`src/rtl/spi_master_core.sv`:
```
// SPI master transmit/receive engine: one DATA_W-bit full-duplex transfer per start strobe,
// with programmable SCLK half-period, CPOL/CPHA, bit order and a sticky completion interrupt.
module spi_master_core #(
  parameter int DATA_W = 8,
  parameter int CFG_W  = 32
) (
  input  logic              clk,
  input  logic              rst,
  input  logic [DATA_W-1:0] i_data,
  input  logic [CFG_W-1:0]  data_config,
  input  logic              trans_en,
  input  logic              irq_clr,
  output logic [DATA_W-1:0] o_data,
  output logic              interupt_request,
  output logic              busy,
  output logic              done,
  output logic              spi_sclk,
  output logic              spi_mosi,
  input  logic              spi_miso,
  output logic              spi_cs_n
);
  localparam int TW = $clog2(2*DATA_W);
  localparam logic [TW-1:0] LAST_TOG = TW'(2*DATA_W-1);

  typedef enum logic [1:0] {S_IDLE, S_LEAD, S_SHIFT, S_TRAIL} state_t;
  state_t r_state, w_next;

  logic [11:0]       r_cfg;
  logic [7:0]        r_div_cnt;
  logic [TW-1:0]     r_tog;
  logic [DATA_W-1:0] r_tx_sr, r_rx_sr, r_data;
  logic              r_sclk, r_mosi, r_cs_n, r_busy, r_done, r_irq;
  logic              w_half_end, w_lead, w_sample, w_drive, w_irq_set;
  logic              w_unused_cfg;

  assign w_unused_cfg = ^data_config[CFG_W-1:12];

  function automatic logic first_bit(input logic [DATA_W-1:0] d, input logic lsb);
    return lsb ? d[0] : d[DATA_W-1];
  endfunction

  function automatic logic [DATA_W-1:0] shift_out(input logic [DATA_W-1:0] d, input logic lsb);
    return lsb ? {1'b0, d[DATA_W-1:1]} : {d[DATA_W-2:0], 1'b0};
  endfunction

  assign w_half_end = (r_div_cnt == r_cfg[7:0]);
  // Odd toggles (r_tog even before increment) are leading edges.
  assign w_lead     = ~r_tog[0];
  assign w_sample   = w_lead ^ r_cfg[9];
  assign w_drive    = r_cfg[9] ? w_lead : (~w_lead && (r_tog != LAST_TOG));
  assign w_irq_set  = (r_state == S_TRAIL) && w_half_end && r_cfg[11];

  always_ff @(posedge clk or posedge rst) begin
    if (rst) r_state <= S_IDLE;
    else     r_state <= w_next;
  end

  always_comb begin
    w_next = r_state;
    case (r_state)
      S_IDLE:  if (trans_en) w_next = S_LEAD;
      S_LEAD:  if (w_half_end) w_next = S_SHIFT;
      S_SHIFT: if (w_half_end && (r_tog == LAST_TOG)) w_next = S_TRAIL;
      S_TRAIL: if (w_half_end) w_next = S_IDLE;
      default: w_next = S_IDLE;
    endcase
  end

  always_ff @(posedge clk or posedge rst) begin
    if (rst) begin
      r_cfg     <= '0;
      r_div_cnt <= '0;
      r_tog     <= '0;
      r_tx_sr   <= '0;
      r_rx_sr   <= '0;
      r_data    <= '0;
      r_sclk    <= 1'b0;
      r_mosi    <= 1'b0;
      r_cs_n    <= 1'b1;
      r_busy    <= 1'b0;
      r_done    <= 1'b0;
      r_irq     <= 1'b0;
    end else begin
      r_done <= 1'b0;
      if (r_state == S_IDLE) r_div_cnt <= '0;
      else                   r_div_cnt <= w_half_end ? '0 : r_div_cnt + 8'd1;
      // A completion set beats a simultaneous clear.
      if (w_irq_set)    r_irq <= 1'b1;
      else if (irq_clr) r_irq <= 1'b0;
      case (r_state)
        S_IDLE: if (trans_en) begin
          r_cfg  <= data_config[11:0];
          r_busy <= 1'b1;
          r_cs_n <= 1'b0;
          r_sclk <= data_config[8];
          r_tog  <= '0;
          if (!data_config[9]) begin
            r_mosi  <= first_bit(i_data, data_config[10]);
            r_tx_sr <= shift_out(i_data, data_config[10]);
          end else begin
            r_tx_sr <= i_data;
          end
        end
        S_SHIFT: if (w_half_end) begin
          r_sclk <= ~r_sclk;
          r_tog  <= r_tog + 1'b1;
          if (w_sample)
            r_rx_sr <= r_cfg[10] ? {spi_miso, r_rx_sr[DATA_W-1:1]}
                                 : {r_rx_sr[DATA_W-2:0], spi_miso};
          if (w_drive) begin
            r_mosi  <= first_bit(r_tx_sr, r_cfg[10]);
            r_tx_sr <= shift_out(r_tx_sr, r_cfg[10]);
          end
        end
        S_TRAIL: if (w_half_end) begin
          r_cs_n <= 1'b1;
          r_data <= r_rx_sr;
          r_done <= 1'b1;
          r_busy <= 1'b0;
        end
        default: ;
      endcase
    end
  end

  assign o_data           = r_data;
  assign interupt_request = r_irq;
  assign busy             = r_busy;
  assign done             = r_done;
  assign spi_sclk         = r_sclk;
  assign spi_mosi         = r_mosi;
  assign spi_cs_n         = r_cs_n;
endmodule

```
`config.mk`:
```
export PLATFORM = sky130hd
export DESIGN_NAME = spi_master_core
export DESIGN_NICKNAME = d
export VERILOG_FILES = /design/src/rtl/spi_master_core.sv
export SDC_FILE = /design/constraint.sdc
export NUM_CORES = 1
export LEC_CHECK = 0
export CAP_MARGIN = 10
export CORE_UTILIZATION = 45
export CTS_CLUSTER_DIAMETER = 40
export DETAILED_ROUTE_END_ITERATION = 8
export HOLD_SLACK_MARGIN = 0.02
export PLACE_DENSITY_LB_ADDON = 0.15
export SETUP_SLACK_MARGIN = 0.4
export SKIP_LAST_GASP = 1
export SLEW_MARGIN = 20
export SYNTH_ARGS = -nofsm -noshare
export SYNTH_HDL_FRONTEND = slang
export SYNTH_SLANG_ARGS = --single-unit
```
`constraint.sdc`:
```
create_clock -name clk -period 2.58 [get_ports clk]
set_clock_uncertainty 0.15 [all_clocks]
set_input_delay 0.516 -clock clk [delete_from_list [all_inputs] [get_ports clk]]
set_output_delay 0.516 -clock clk [all_outputs]
set_load 0.02 [all_outputs]
```
==> results of run 1 <==
[cell usage after synthesis (all sizes together)]
cell type   n
o221ai      1
ha          7
dfrtp      54
nor4        1
and2        2
a21oi       5
and3        2
nor2       19
xnor2      12
nand2b      6
o21a        3
clkbuf      7
a22o        1
o221a       8
xor2        2
buf         6
a221oi      1
o22ai       5
dfstp       1
a22oi       4
nand4       4
nand3       7
a21boi      2
mux2       42
a41oi       1
nand2      18
a211oi      1
a2bb2oi     1
o21ai      12
inv        11
a211o       1
a31oi       2
nor4b       1
or2         1
nor2b       4
mux2i      10
o211ai      3
nor3        6
[logic make-up after synthesis]
kind of cell	count (synthesis)
compound gates	51
xor+xnor	14
fa+ha+maj	7
buf+inv	24
flops	55
mux	52
simple gates	71
[cell type report]
class,instances,area (µm²)
multi-input cells,195,1540
inverters,11,45.0
clock buffers,6,82.6
well taps,77,96.3
flip-flops and latches,55,1380
fillers,571,2730
repair buffers,52,493
clock inverters,2,20.0
[what timing repair did]
| action | 4_1_cts | 5_1_grt |
|---|---|---|
| pin swaps | 0 | 5 |
| hold endpoints to repair | 0 | 0 |
| gates resized for setup | 3 | 7 |
| setup buffers | 1 | 1 |
| gates cloned | 0 | 0 |
| endpoints found under the setup margin | 18 | 23 |
| hold buffers | 0 | 0 |
[layer usage]
metal	global-route usage	routed length, µm	share of wire
met1	0.257	2870	0.47
met2	0.304	2920	0.48
met3	0.0376	295	0.048
met4	0.0493	53	0.0086
met5	0	0	0
[how the worst max path moves through the flow]
stage | end | slack (ns) | cells after the start
after floorplan | busy$_DFFE_PP0P_ | 0.57 | 1
after global placement | r_tx_sr[4]$_DFFE_PP0P_ | 0.25 | 6
after detailed placement | r_tx_sr[1]$_DFFE_PP0P_ | 0.24 | 6
final | spi_cs_n | 0.44 | 1
after CTS | r_tx_sr[4]$_DFFE_PP0P_ | 0.42 | 7
after global routing | r_tx_sr[6]$_DFFE_PP0P_ | 0.41 | 7
[worst reg2reg max path: cells and delay by family, from the launching register on]
family,cells,cell delay (ns)
simple gates,3,0.64
xor+xnor,1,0.16
buf+inv,1,0.18
flops,1,0.45
mux,1,0.34
[stage by stage]
stage               power [mW]  hold WS [ns]  worst slack (ns)  utilization
global placement          3.01         0.324             0.251        0.548
global route              3.88         0.383             0.406        0.573
floorplan                 2.58         0.311             0.573            -
detailed placement        3.05         0.345             0.235        0.548
CTS                       3.60         0.360             0.420        0.567
finish                    3.62         0.361             0.435        0.573
[report_power, final]
group | switching [mW] | internal, mW
clock network | 0.308 | 0.227
registers | 0.282 | 1.15
logic | 0.743 | 0.910
total | 1.33 | 2.28
[sequential cells by signal (all words and copies together), names as in the netlist]
name              cells
busy                  1
done                  1
interupt_request      1
o_data                8
r_cfg                11
r_div_cnt             8
r_rx_sr               8
r_state               2
r_tog                 4
r_tx_sr               8
spi_cs_n              1
spi_mosi              1
spi_sclk              1
==> impl_results.md, run 1 <==
- Crit. Startpoint: spi_cs_n$_DFFE_PP1P_
- Worst IR Drop VDD: 0.512 mV
- Synth cell types: 40
- # clock sinks: 55
- HP Class: register to register
- Post-Synth Adder-Cell Area: 0.0293
- Slew margin rel.: 0.535
- Worst hold path depth: 1
- Reg-to-Reg Start: r_div_cnt[4]$_DFF_PP0_
- Post-place instance area: 3500 µm²
- XOR/XNOR share of the synthesized area: 0.0411
- Post-Syn Instances: 274
- Initial DRC count: 93
- Register area share after synthesis: 0.461
- Hold Crit Start: r_div_cnt[0]$_DFF_PP0_
- First-pass GRT wire length: 10500 µm
- Num rows: 29
- Chip height: 83.5 µm
- Vias in the first global route: 2155
- Largest net degree at the start of global routing: 24
- Most common cell after layout, fill and taps aside: dfrtp_1
- Initial Util: 0.467
- Final antenna-violating net count: 0
- Fin. Hold Viols: 0
- Crit path max-delay family: buffers and inverters
- Cell area after layout: 3660 µm²
- Warnings, synthesis: 0
- Setup TNS: 0 ns
- Max Root-Sink Buffers: 2
- Post-Syn Nets: 326
- Core region area: 6390 µm²
- Compound-cell area share of the yosys netlist: 0.124
- CP arrival: 1.48 ns
- Synth Area per Inst: 10.9 µm²
- RD Place Congestion: 0.796
- Final setup fails: 0
- R2R depth: 6
- Non-Filler Instances: 398
- RSZ-0062 raised after global routing: false
- Status: completed
- Routed vias: 2190
- Final period util: 0.831
- R2r setup slk: 0.56 ns
- Fmax: 0.466 GHz
- N_diodes: 0
- DIE WIDTH: 83.5 µm
- Congestion Overflow GR: 0
- PD cells: 989 nW/µm²
- Placed cells: 388
- Min Clock Period, post-route: 2.14 ns
- Initial antenna violation count: 0
- # IOs: 59
- Clock network latency to the later pin of the worst-skew pair: 0.31 ns
- Buf/Inv on CP: 1
- Syn-to-layout area delta: 22.5%
- Req. time, crit path: 1.91 ns
- Final nets: 372
- Routed len/inst: 15.4 µm
- Cells along the critical path: clkdlybuf4s50_1
- Max Fanout on Critical Path: 3
- CP peak stage delay: 0.60 ns
- Clock buffer count from CTS: 5
- Simple-gate portion of the synthesized area: 0.121
- Clock transition at path regs: 0.10 ns
- Clk root buf: clkbuf_8
- Ratio of cells with drive above 1 in the final layout: 0.259
- Routed wire length: 6140 µm
- Die area: 6960 µm²
- Hold path endpoint: r_div_cnt[0]$_DFF_PP0_
- Post-DR vias/cell: 5.50
- Worst flop-to-flop path endpoint: r_rx_sr[4]$_DFFE_PP0P_
- Mapped cell area: 2990 µm²
- Number of port buffers: 38
- Synth area leaders: dfrtp_1 (45%), mux2_2 (16%), xnor2_1 (3.5%), mux2i_1 (3.4%), o221a_2 (3.0%)
- Max-cap violation count: 0
- Critical Path Sink Type: output pin
- Max-slew violations: 0
- Crit-path slowest cell: clkdlybuf4s50_1
- Top cell type's share of synthesized area: 0.453
- Total GRT Usage: 0.187
- Largest family of logic cells by synthesized area: multiplexers
- Dominant cell type by area after synthesis: dfrtp_1
- Type of the worst setup path: register to output pin
- Static Leak: 1.51 nW
- Worst slew pin tran: 0.697 ns
- Post-synthesis mux area share: 0.192
- Crit start category: register
- Commonest cells after routing, fill and taps aside: dfrtp_1 (53), mux2_2 (42), clkdlybuf4s50_1 (38)
- CTS H-Tree Depth: 2
- Clock tree from TritonCTS: yes
- Detailed placement HPWL: 4280 µm
- DRC violations left: 0
- TritonRoute pass-1 iters: 4
- Synthesized flop and latch total: 55
Note: power is estimated with default switching activity, not from simulation.
==> run 2, diff against run 1 <==
==> constraint.sdc (replaced) <==
create_clock -name clk -period 2.2 [get_ports clk]
set_clock_uncertainty 0.15 [all_clocks]
set_input_delay 0.44 -clock clk [delete_from_list [all_inputs] [get_ports clk]]
set_output_delay 0.44 -clock clk [all_outputs]
set_load 0.02 [all_outputs]
==> impl_results.md, run 2 (synthesis gave the netlist of run 1 again) <==
- DIE WIDTH: 83.5 µm
- # clock sinks: 55
- Syn-to-layout area delta: 31.0%
- Worst IR Drop VDD: 0.747 mV
- Largest net degree at the start of global routing: 33
- Max-slew violations: 0
- Reg area: 1380 µm²
- Max-cap violation count: 0
- Reg-to-Reg Start: r_div_cnt[1]$_DFF_PP0_
- Clock buffer count from CTS: 5
- Most common cell after layout, fill and taps aside: dfrtp_1
- First-pass GRT wire length: 11200 µm
- Initial antenna violation count: 0
- Clock tree from TritonCTS: yes
- Status: completed
- Overall Power: 4.51 mW
- Crit start category: register
- P_int: 2.86 mW
- Routed vias: 2341
- Final antenna-violating net count: 0
- Die area: 6960 µm²
- RSZ-0062 raised after global routing: true
- Cell area after layout: 3910 µm²
- CTS H-Tree Depth: 2
- Final period util: 0.892
- Static Leak: 1.69 nW
- Congestion Overflow GR: 0
- Total GRT Usage: 0.199
- Fmax: 0.509 GHz
- DRC violations left: 0
- Fin. Hold Viols: 0
- Fillers: 555
- Switching Share: 0.365
- Worst slew pin tran: 0.740 ns
- Worst flop-to-flop path endpoint: r_rx_sr[4]$_DFFE_PP0P_
- Final nets: 397
- Max Root-Sink Buffers: 2
- Routed wire length: 6570 µm
- P_sw: 1.65 mW
- Req. time, crit path: 2.26 ns
- Core region area: 6390 µm²
- Clock transition at path regs: 0.10 ns
- Number of port buffers: 38
- Clock network latency to the later pin of the worst-skew pair: 0.31 ns
- Most flop-heavy register: r_cfg
- Final setup fails: 0
- CP arrival: 2.02 ns
- Post-place instance area: 3580 µm²
- Commonest cells after routing, fill and taps aside: dfrtp_1 (53), mux2_2 (42), buf_4 (31)
- RD Place Congestion: 0.804
- Sequential Power Share: 0.368
- Ratio of cells with drive above 1 in the final layout: 0.335
- HP Class: input pin to async pin
- TritonRoute pass-1 iters: 4
- Critical Path Sink Type: register
- Max Fanout on Critical Path: 8
- Min Clock Period, post-route: 1.96 ns
- R2R depth: 6
- Cells along the critical path: xnor2_1 > nand4_1 > nor2_4 > nor4b_4 > buf_6 > mux2_2
- Area of the multi-input gates: 1570 µm²
- N_diodes: 0
- # IOs: 59
- Slew margin rel.: 0.507
- Max reg flops: 11
- Post-DR vias/cell: 5.53
- R2r setup slk: 0.24 ns
- Setup TNS: 0 ns
- Num rows: 29
- Comb pwr share: 0.497
- Clock power frac: 0.135
- Chip height: 83.5 µm
- Clk root buf: clkbuf_8
- Initial DRC count: 132
- Vias in the first global route: 2330
- CTS Hold Buffers Added: 0
- Type of the worst setup path: register to register
- Detailed placement HPWL: 4420 µm
- PD cells: 1150 nW/µm²
- CP peak stage delay: 0.41 ns
- Initial Util: 0.467
- Routed len/inst: 15.5 µm
- Crit-path slowest cell: dfrtp_1
run 2: worst max path at each step:
| stage | slack, ns | start | cells after the start | end |
|---|---|---|---|---|
| 2_1_floorplan | 0.25 | r_div_cnt[0]$_DFF_PP0_ | 5 | r_rx_sr[0]$_DFFE_PP0P_ |
| 3_3_place_gp | 0.08 | trans_en | 6 | r_tx_sr[2]$_DFFE_PP0P_ |
| 3_5_place_dp | 0.11 | trans_en | 6 | r_tx_sr[4]$_DFFE_PP0P_ |
| 4_1_cts | 0.23 | r_cfg[4]$_DFFE_PP0P_ | 6 | r_rx_sr[4]$_DFFE_PP0P_ |
| 5_1_grt | 0.11 | r_cfg[2]$_DFFE_PP0P_ | 6 | r_rx_sr[2]$_DFFE_PP0P_ |
| 6_report | 0.24 | r_div_cnt[1]$_DFF_PP0_ | 6 | r_rx_sr[4]$_DFFE_PP0P_ |
run 2: metrics by stage:
| step | cells | utilization | hold slack [ns] | setup slack, ns |
|---|---|---|---|---|
| 2_1_floorplan | 274 | - | 0.311 | 0.253 |
| 3_3_place_gp | 394 | 0.561 | 0.318 | 0.0804 |
| 6_report | 423 | 0.612 | 0.350 | 0.237 |
| 3_5_place_dp | 394 | 0.561 | 0.345 | 0.108 |
| 5_1_grt | 423 | 0.612 | 0.365 | 0.109 |
| 4_1_cts | 415 | 0.595 | 0.351 | 0.226 |
run 2: final cells by class:
class                           count  area share
Clock buffer                        6      0.0211
Clock inverter                      2     0.00416
Inverter                           11      0.0115
Multi-Input combinational cell    195       0.403
Sequential cell                    55       0.353
Tap cell                           77      0.0246
Timing Repair Buffer               77       0.183
run 2: power by group through the flow:
stage	registers (mW)	logic [mW]	clock network [mW]
finish	1.66	2.24	0.609
global route	1.71	2.47	0.667
CTS	1.66	2.07	0.625
detailed placement	1.70	1.94	0
global placement	1.68	1.90	0
floorplan	1.64	1.41	0
run 2: metal layers:
metal  wire (µm)  vias to the layer above  track usage  part of all wire
li1            -                     1129            -                 -
met1        2980                     1158        0.260              0.45
met2        3260                       47        0.343              0.50
met3         264                        7       0.0376             0.040
met4          72                        0       0.0524             0.011
met5           0                        -            0                 0
run 2: worst max-delay path: cells and delay by family, from the launching register on:
kind                   cells  cell delay [ns]
flip-flops                 1             0.41
AND/OR/NAND/NOR            3             0.63
buffers and inverters      1             0.18
XOR/XNOR                   1             0.15
multiplexers               1             0.34
run 2: what timing repair did:
item | in CTS | in global routing
gates cloned | 0 | 1
pin swaps | 4 | 6
setup endpoints to repair | 53 | 52
gates resized for setup | 29 | 10
setup buffers | 13 | 7
